## config.mk

```make
export PLATFORM = sky130hd
export DESIGN_NAME = cpu_run_ctrl
export DESIGN_NICKNAME = d
export VERILOG_FILES = /design/src/rtl/cpu_run_pkg.sv /design/src/rtl/cpu_run_ctrl_sat_counter.sv /design/src/rtl/cpu_run_ctrl.sv
export SDC_FILE = /design/constraint.sdc
export NUM_CORES = 1
export LEC_CHECK = 0
export ABC_AREA = 1
export CAP_MARGIN = 20
export CORE_MARGIN = 2
export CORE_UTILIZATION = 40
export CTS_BUF_LIST = sky130_fd_sc_hd__clkbuf_8
export CTS_CLUSTER_SIZE = 25
export DETAILED_ROUTE_END_ITERATION = 16
export GPL_ROUTABILITY_DRIVEN = 0
export GPL_TIMING_DRIVEN = 0
export MAX_ROUTING_LAYER = met4
export SYNTH_ARGS = -nofsm -noshare
export SYNTH_HDL_FRONTEND = slang
export SYNTH_SLANG_ARGS = --single-unit
```

## constraint.sdc

```tcl
create_clock -name clk_in -period 2.9 [get_ports clk_in]
set_clock_uncertainty 0.2 [all_clocks]
set_input_delay 0.29 -clock clk_in [delete_from_list [all_inputs] [get_ports clk_in]]
set_output_delay 0.29 -clock clk_in [all_outputs]
set_load 0.005 [all_outputs]
```

## src/rtl/cpu_run_pkg.sv

```systemverilog
// Shared state encoding and default widths for the CPU run controller.
package cpu_run_pkg;

    localparam int STATE_W   = 3;
    localparam int DEF_CNT_W = 32;

    typedef enum logic [STATE_W-1:0] {
        ST_IDLE  = 3'd0,
        ST_HOLD  = 3'd1,
        ST_RUN   = 3'd2,
        ST_PAUSE = 3'd3,
        ST_DONE  = 3'd4
    } state_t;

endpackage

```

## src/rtl/cpu_run_ctrl_sat_counter.sv

```systemverilog
// Saturating up-counter with synchronous clear; clear wins over increment.
module sat_counter #(
    parameter int CNT_W = 32
) (
    input  logic             i_clk,
    input  logic             i_rst_n,
    input  logic             i_clr,
    input  logic             i_inc,
    output logic [CNT_W-1:0] o_cnt
);

    logic [CNT_W-1:0] r_cnt;

    always_ff @(posedge i_clk or negedge i_rst_n) begin
        if (!i_rst_n) begin
            r_cnt <= '0;
        end else if (i_clr) begin
            r_cnt <= '0;
        end else if (i_inc && (r_cnt != '1)) begin
            r_cnt <= r_cnt + CNT_W'(1);
        end
    end

    assign o_cnt = r_cnt;

endmodule

```

## src/rtl/cpu_run_ctrl.sv

```systemverilog
// CPU run controller: reset hold, run, maskable pause, cycle budget and counters.
// Optional single-step gating of RUN is enabled by defining CPU_RUN_CTRL_STEP_EN.
module cpu_run_ctrl
    import cpu_run_pkg::*;
#(
    parameter int NUM_SRC      = 2,
    parameter int CNT_W        = DEF_CNT_W,
    parameter int RESET_CYCLES = 5
) (
    input  logic               clk_in,
    input  logic               reset,
    input  logic               enable,
    input  logic               start,
    input  logic               abort,
    input  logic [NUM_SRC-1:0] pause_req,
    input  logic [NUM_SRC-1:0] pause_mask,
    input  logic [CNT_W-1:0]   run_budget,
`ifdef CPU_RUN_CTRL_STEP_EN
    input  logic               step_mode,
    input  logic               step,
`endif
    output logic               cpu_reset,
    output logic               cpu_en,
    output logic [STATE_W-1:0] state_o,
    output logic [NUM_SRC-1:0] pause_src,
    output logic [CNT_W-1:0]   run_cnt,
    output logic [CNT_W-1:0]   pause_cnt,
    output logic               done
);

    localparam int HOLD_W = (RESET_CYCLES > 1) ? $clog2(RESET_CYCLES) : 1;

    state_t             r_state;
    state_t             w_state_nxt;
    logic [HOLD_W-1:0]  r_hold;
    logic [NUM_SRC-1:0] r_pause_src;
    logic [NUM_SRC-1:0] w_masked;
    logic               w_pause_any;
    logic               w_run_tick;
    logic               w_budget_hit;
    logic               w_accept;
    logic               w_live;
    logic [CNT_W-1:0]   w_run_cnt;
    logic [CNT_W-1:0]   w_pause_cnt;

    assign w_masked    = pause_req & ~pause_mask;
    assign w_pause_any = |w_masked;
    assign w_live      = enable && !abort;
    assign w_accept    = w_live && start && ((r_state == ST_IDLE) || (r_state == ST_DONE));

`ifdef CPU_RUN_CTRL_STEP_EN
    logic r_step_d;

    always_ff @(posedge clk_in or negedge reset) begin
        if (!reset) begin
            r_step_d <= 1'b0;
        end else begin
            r_step_d <= step;
        end
    end

    // In step mode the CPU only advances in the cycle following a step pulse.
    assign w_run_tick = enable && (r_state == ST_RUN) && (!step_mode || r_step_d);
`else
    assign w_run_tick = enable && (r_state == ST_RUN);
`endif

    // Budget compares against the pre-increment count so run_cnt lands on run_budget.
    assign w_budget_hit = w_run_tick && (run_budget != '0) &&
                          (w_run_cnt == run_budget - CNT_W'(1));

    always_ff @(posedge clk_in or negedge reset) begin
        if (!reset) begin
            r_state <= ST_IDLE;
        end else begin
            r_state <= w_state_nxt;
        end
    end

    always_comb begin
        w_state_nxt = r_state;
        if (abort) begin
            w_state_nxt = ST_IDLE;
        end else if (enable) begin
            case (r_state)
                ST_IDLE, ST_DONE: if (start) w_state_nxt = ST_HOLD;
                ST_HOLD:          if (r_hold == '0) w_state_nxt = ST_RUN;
                ST_RUN: begin
                    if (w_budget_hit)     w_state_nxt = ST_DONE;
                    else if (w_pause_any) w_state_nxt = ST_PAUSE;
                end
                ST_PAUSE:         if (!w_pause_any) w_state_nxt = ST_RUN;
                default:          w_state_nxt = ST_IDLE;
            endcase
        end
    end

    always_comb begin
        cpu_reset = (r_state == ST_IDLE) || (r_state == ST_HOLD);
        cpu_en    = w_run_tick;
        done      = (r_state == ST_DONE);
    end

    always_ff @(posedge clk_in or negedge reset) begin
        if (!reset) begin
            r_hold      <= '0;
            r_pause_src <= '0;
        end else if (w_live) begin
            if (w_accept) begin
                r_hold      <= HOLD_W'(RESET_CYCLES - 1);
                r_pause_src <= '0;
            end else if ((r_state == ST_HOLD) && (r_hold != '0)) begin
                r_hold <= r_hold - HOLD_W'(1);
            end
            if ((r_state == ST_RUN) && !w_budget_hit && w_pause_any) begin
                r_pause_src <= w_masked;
            end else if (r_state == ST_PAUSE) begin
                r_pause_src <= r_pause_src | w_masked;
            end
        end
    end

    sat_counter #(.CNT_W(CNT_W)) u_run_cnt (
        .i_clk   (clk_in),
        .i_rst_n (reset),
        .i_clr   (w_accept),
        .i_inc   (w_run_tick && !abort),
        .o_cnt   (w_run_cnt)
    );

    sat_counter #(.CNT_W(CNT_W)) u_pause_cnt (
        .i_clk   (clk_in),
        .i_rst_n (reset),
        .i_clr   (w_accept),
        .i_inc   (w_live && (r_state == ST_PAUSE)),
        .o_cnt   (w_pause_cnt)
    );

    assign state_o   = r_state;
    assign pause_src = r_pause_src;
    assign run_cnt   = w_run_cnt;
    assign pause_cnt = w_pause_cnt;

endmodule

```

==> results by group <==
Placed design
  • Post-detail-place hpwl: 13100 um
  • Port-buffer cells: 112
  • Dpl cells: 1175
  • Placed cell area: 0.00713 mm2

Worst setup path
  • R2R Path End: state_o[0]
  • Max Fanout on Critical Path: 5
  • R2r worst-path depth: 14
  • Register-to-register setup slack: 0.29 ns
  • WP data arrival: 2.76 ns
  • Crit path capture type: flip-flop
  • Worst R2R Start: state_o[2]
  • Worst setup SP type: input pin
  • WP data required: around 2.9 ns
  • CP Class: in2reg

Clocking
  • Clk buf depth: 2
  • Clock Latency Late Sink: roughly 0.36 ns
  • CTS root buf: clkbuf_8
  • Clock transition at path regs: ~0.07 ns
  • CTS Buf Count: 9
  • H-tree Lvls: 3
  • Clock Sinks: 72
  • TritonCTS clock tree: built

GRT
  • Tot GR Track Use: 0.227
  • GR Overflow Total: 0
  • Antenna violations before repair: 0
  • Largest net degree at the start of global routing: 71
  • Number of global-route vias before repair: 5360
  • First-pass GRT wire length: 26200 um

Synthesis
  • Largest area contributor in the netlist: dfrtp_1
  • Post-synthesis sequential area ratio: 0.313
  • Top cells by area, synth: dfrtp_1 31%, nand2_1 14%, inv_1 7.9%
  • Unique masters post-synth: 45
  • Syn Area/Cell: 6.53 um2
  • Synth Warn #: 0
  • #FFs+latches synth: 72
  • Top FF cell, synth: dfrtp_1
  • Post-Syn Nets: 928
  • Yosys top cell area share: 0.313
  • Post-Synthesis Cells: 882
  • Synthesized area: 0.00576 mm2
  • Async set or reset register ratio after synthesis: 1.00
  • Number of synthesized flops with an enable pin: 0

Timing
  • Fin. Hold Viols: 0
  • Final period utilization: 0.938
  • Setup tns final: 0 ns
  • Worst slew pin tran: 0.585 ns
  • Final Setup Violations: 0
  • RSZ-0062 raised after global routing: false
  • Final Max Slew Viols: 0
  • Fmax: roughly 0.37 GHz
  • Final Critical Period: 2.72 ns
  • Slew Limit Headroom: 0.607

Floorplanning
  • Die H: 124 um
  • Initial core utilization: 0.412
  • Row count: 43
  • Core ar.: between 0.01 and 0.015 mm2
  • DIE AREA: 0.0154 mm2
  • Ports: approximately 110
  • DIE WIDTH: 124 um

Drt
  • Initial DRC count: 318
  • Vias per inst: 4.96
  • DR WL/cell: 13.9 um
  • DRC viols: 0
  • DR pass1 iterations: 4
  • Vias after detailed routing: 5915
  • DRT Wirelength: around 17000 um
  • ANT nets after route: 0

Final layout
  • Nets: 1054
  • Layout cells sized above 1: 0.104
  • Commonest non-fill, non-tap cell in the layout: nand2_1
  • Ant. Diodes: 0
  • Final Core Density: 0.526
  • Commonest cells after routing, fill and taps aside: 220 x nand2_1, 124 x inv_1, 116 x nor2_1
  • Final instance area: roughly 0.0074 mm2
  • Non-Filler Instances: 1193
  • Area Overhead vs Synth: 27.6%

Pwr
  • Clock Power Share: 0.332
  • Seq pwr share: 0.474
  • Switching Share: 0.292
  • P_sw: ~660 uW
  • VDD IR-drop max: 0.232 mV
  • Pwr dens: 308 mW/mm2
  • Internal Power: 1610 uW
  • Comb pwr share: 0.194
  • Leak: 0.00311 uW
  • Total Power: approximately 2300 uW

Run
  • Max cap viols: 0

Worst hold path
  • Worst Hold Class: in2async

Run status
  • Status: complete, no violations
[worst max path at each step]
stage / cells after the start / from / end / slack, ns
detailed placement: 19 / run_budget[0] / state_o[2] / -0.24
global route: 19 / run_budget[0] / state_o[2] / 0.01
CTS: 19 / run_budget[0] / state_o[0] / 0.13
floorplan: 17 / run_budget[0] / state_o[1] / 0.68
global placement: 1 / reset / u_run_cnt.o_cnt[5] / -1.24
finish: 18 / run_budget[1] / state_o[0] / 0.18
[power by group through the flow]
| stage | Combinational (uW) | Clock [uW] | Sequential (uW) |
|---|---|---|---|
| floorplan | 233 | 0 | 1090 |
| global placement | 432 | 0 | 1100 |
| detailed placement | 440 | 0 | 1100 |
| CTS | 443 | 783 | 1080 |
| global route | 499 | 820 | 1080 |
| finish | 439 | 753 | 1080 |
[cells in the mapped netlist (all sizes together) (4+ instances only)]
cell,n
dfrtp,72
nand4,19
a21oi,50
nand2,237
nor3,35
o31ai,4
ha,5
nor2,144
xor2,16
o21ai,60
inv,138
nand3,57
xnor2,9
nor4,10
o21a,4
[critical path, cell delays in order]
cell and delay [ns]:
clkdlybuf4s50_1 0.52, inv_1 0.06, ha_2 0.33, nor2_1 0.04, nor2_1 0.10, nand2_1 0.05, nor2_1 0.16, nand3_1 0.13
nor2_1 0.11, nand2_1 0.08, nor2_2 0.13, nand2_1 0.10, nor2_2 0.15, nand3_4 0.14, nand3b_2 0.11, nand2_1 0.10
nand3_1 0.09, o21ai_1 0.06
[per-layer routing]
layer / global-route usage / routed length [um] / up-vias
met1: 0.294 / 7790 / 2669
met2: 0.375 / 7870 / 137
met5: - / 0 / -
met3: 0.0316 / 691 / 16
li1: - / - / 3093
met4: 0.0583 / 274 / 0
[state kept, by name, indices dropped and copies added, names as in the netlist]
| register | flops |
|---|---|
| state_o | 3 |
| r_hold | 3 |
| pause_src | 2 |
| u_pause_cnt.o_cnt | 32 |
| u_run_cnt.o_cnt | 32 |
[per-stage QoR]
| stage | hold slack, ns | setup WS [ns] |
|---|---|---|
| 6_report | 0.0644 | 0.180 |
| 5_1_grt | 0.0627 | 0.0125 |
| 4_1_cts | 0.0541 | 0.133 |
| 3_5_place_dp | -0.104 | -0.235 |
| 3_3_place_gp | 0.285 | -1.24 |
| 2_1_floorplan | -0.206 | 0.681 |
[repair_timing]
item                       in CTS  in global routing
buffers inserted                0                  1
resized for setup               0                  2
hold endpoints to repair       72                  0
hold buffers                    1                  0
setup endpoints to repair       0                  5
[layout make-up]
class | count | area [um2]
repair buffers | 115 | 1180
flip-flops and latches | 72 | 1800
fillers | 1436 | 6640
clock inverters | 4 | 20.0
plain buffers | 6 | 25.0
well taps | 180 | 225
inverters | 139 | 522
clock buffers | 12 | 165
multi-input cells | 665 | 3420
[cells by family after synthesis]
group	after synthesis	synth area share
adder cells (fa/ha/maj)	5	0.0109
AND/OR/NAND/NOR	510	0.426
flip-flops	72	0.313
buffers and inverters	145	0.0949
AO/OA/AOI/OAI	125	0.117
XOR/XNOR	25	0.0380
Note: power is estimated with default switching activity, not from simulation.
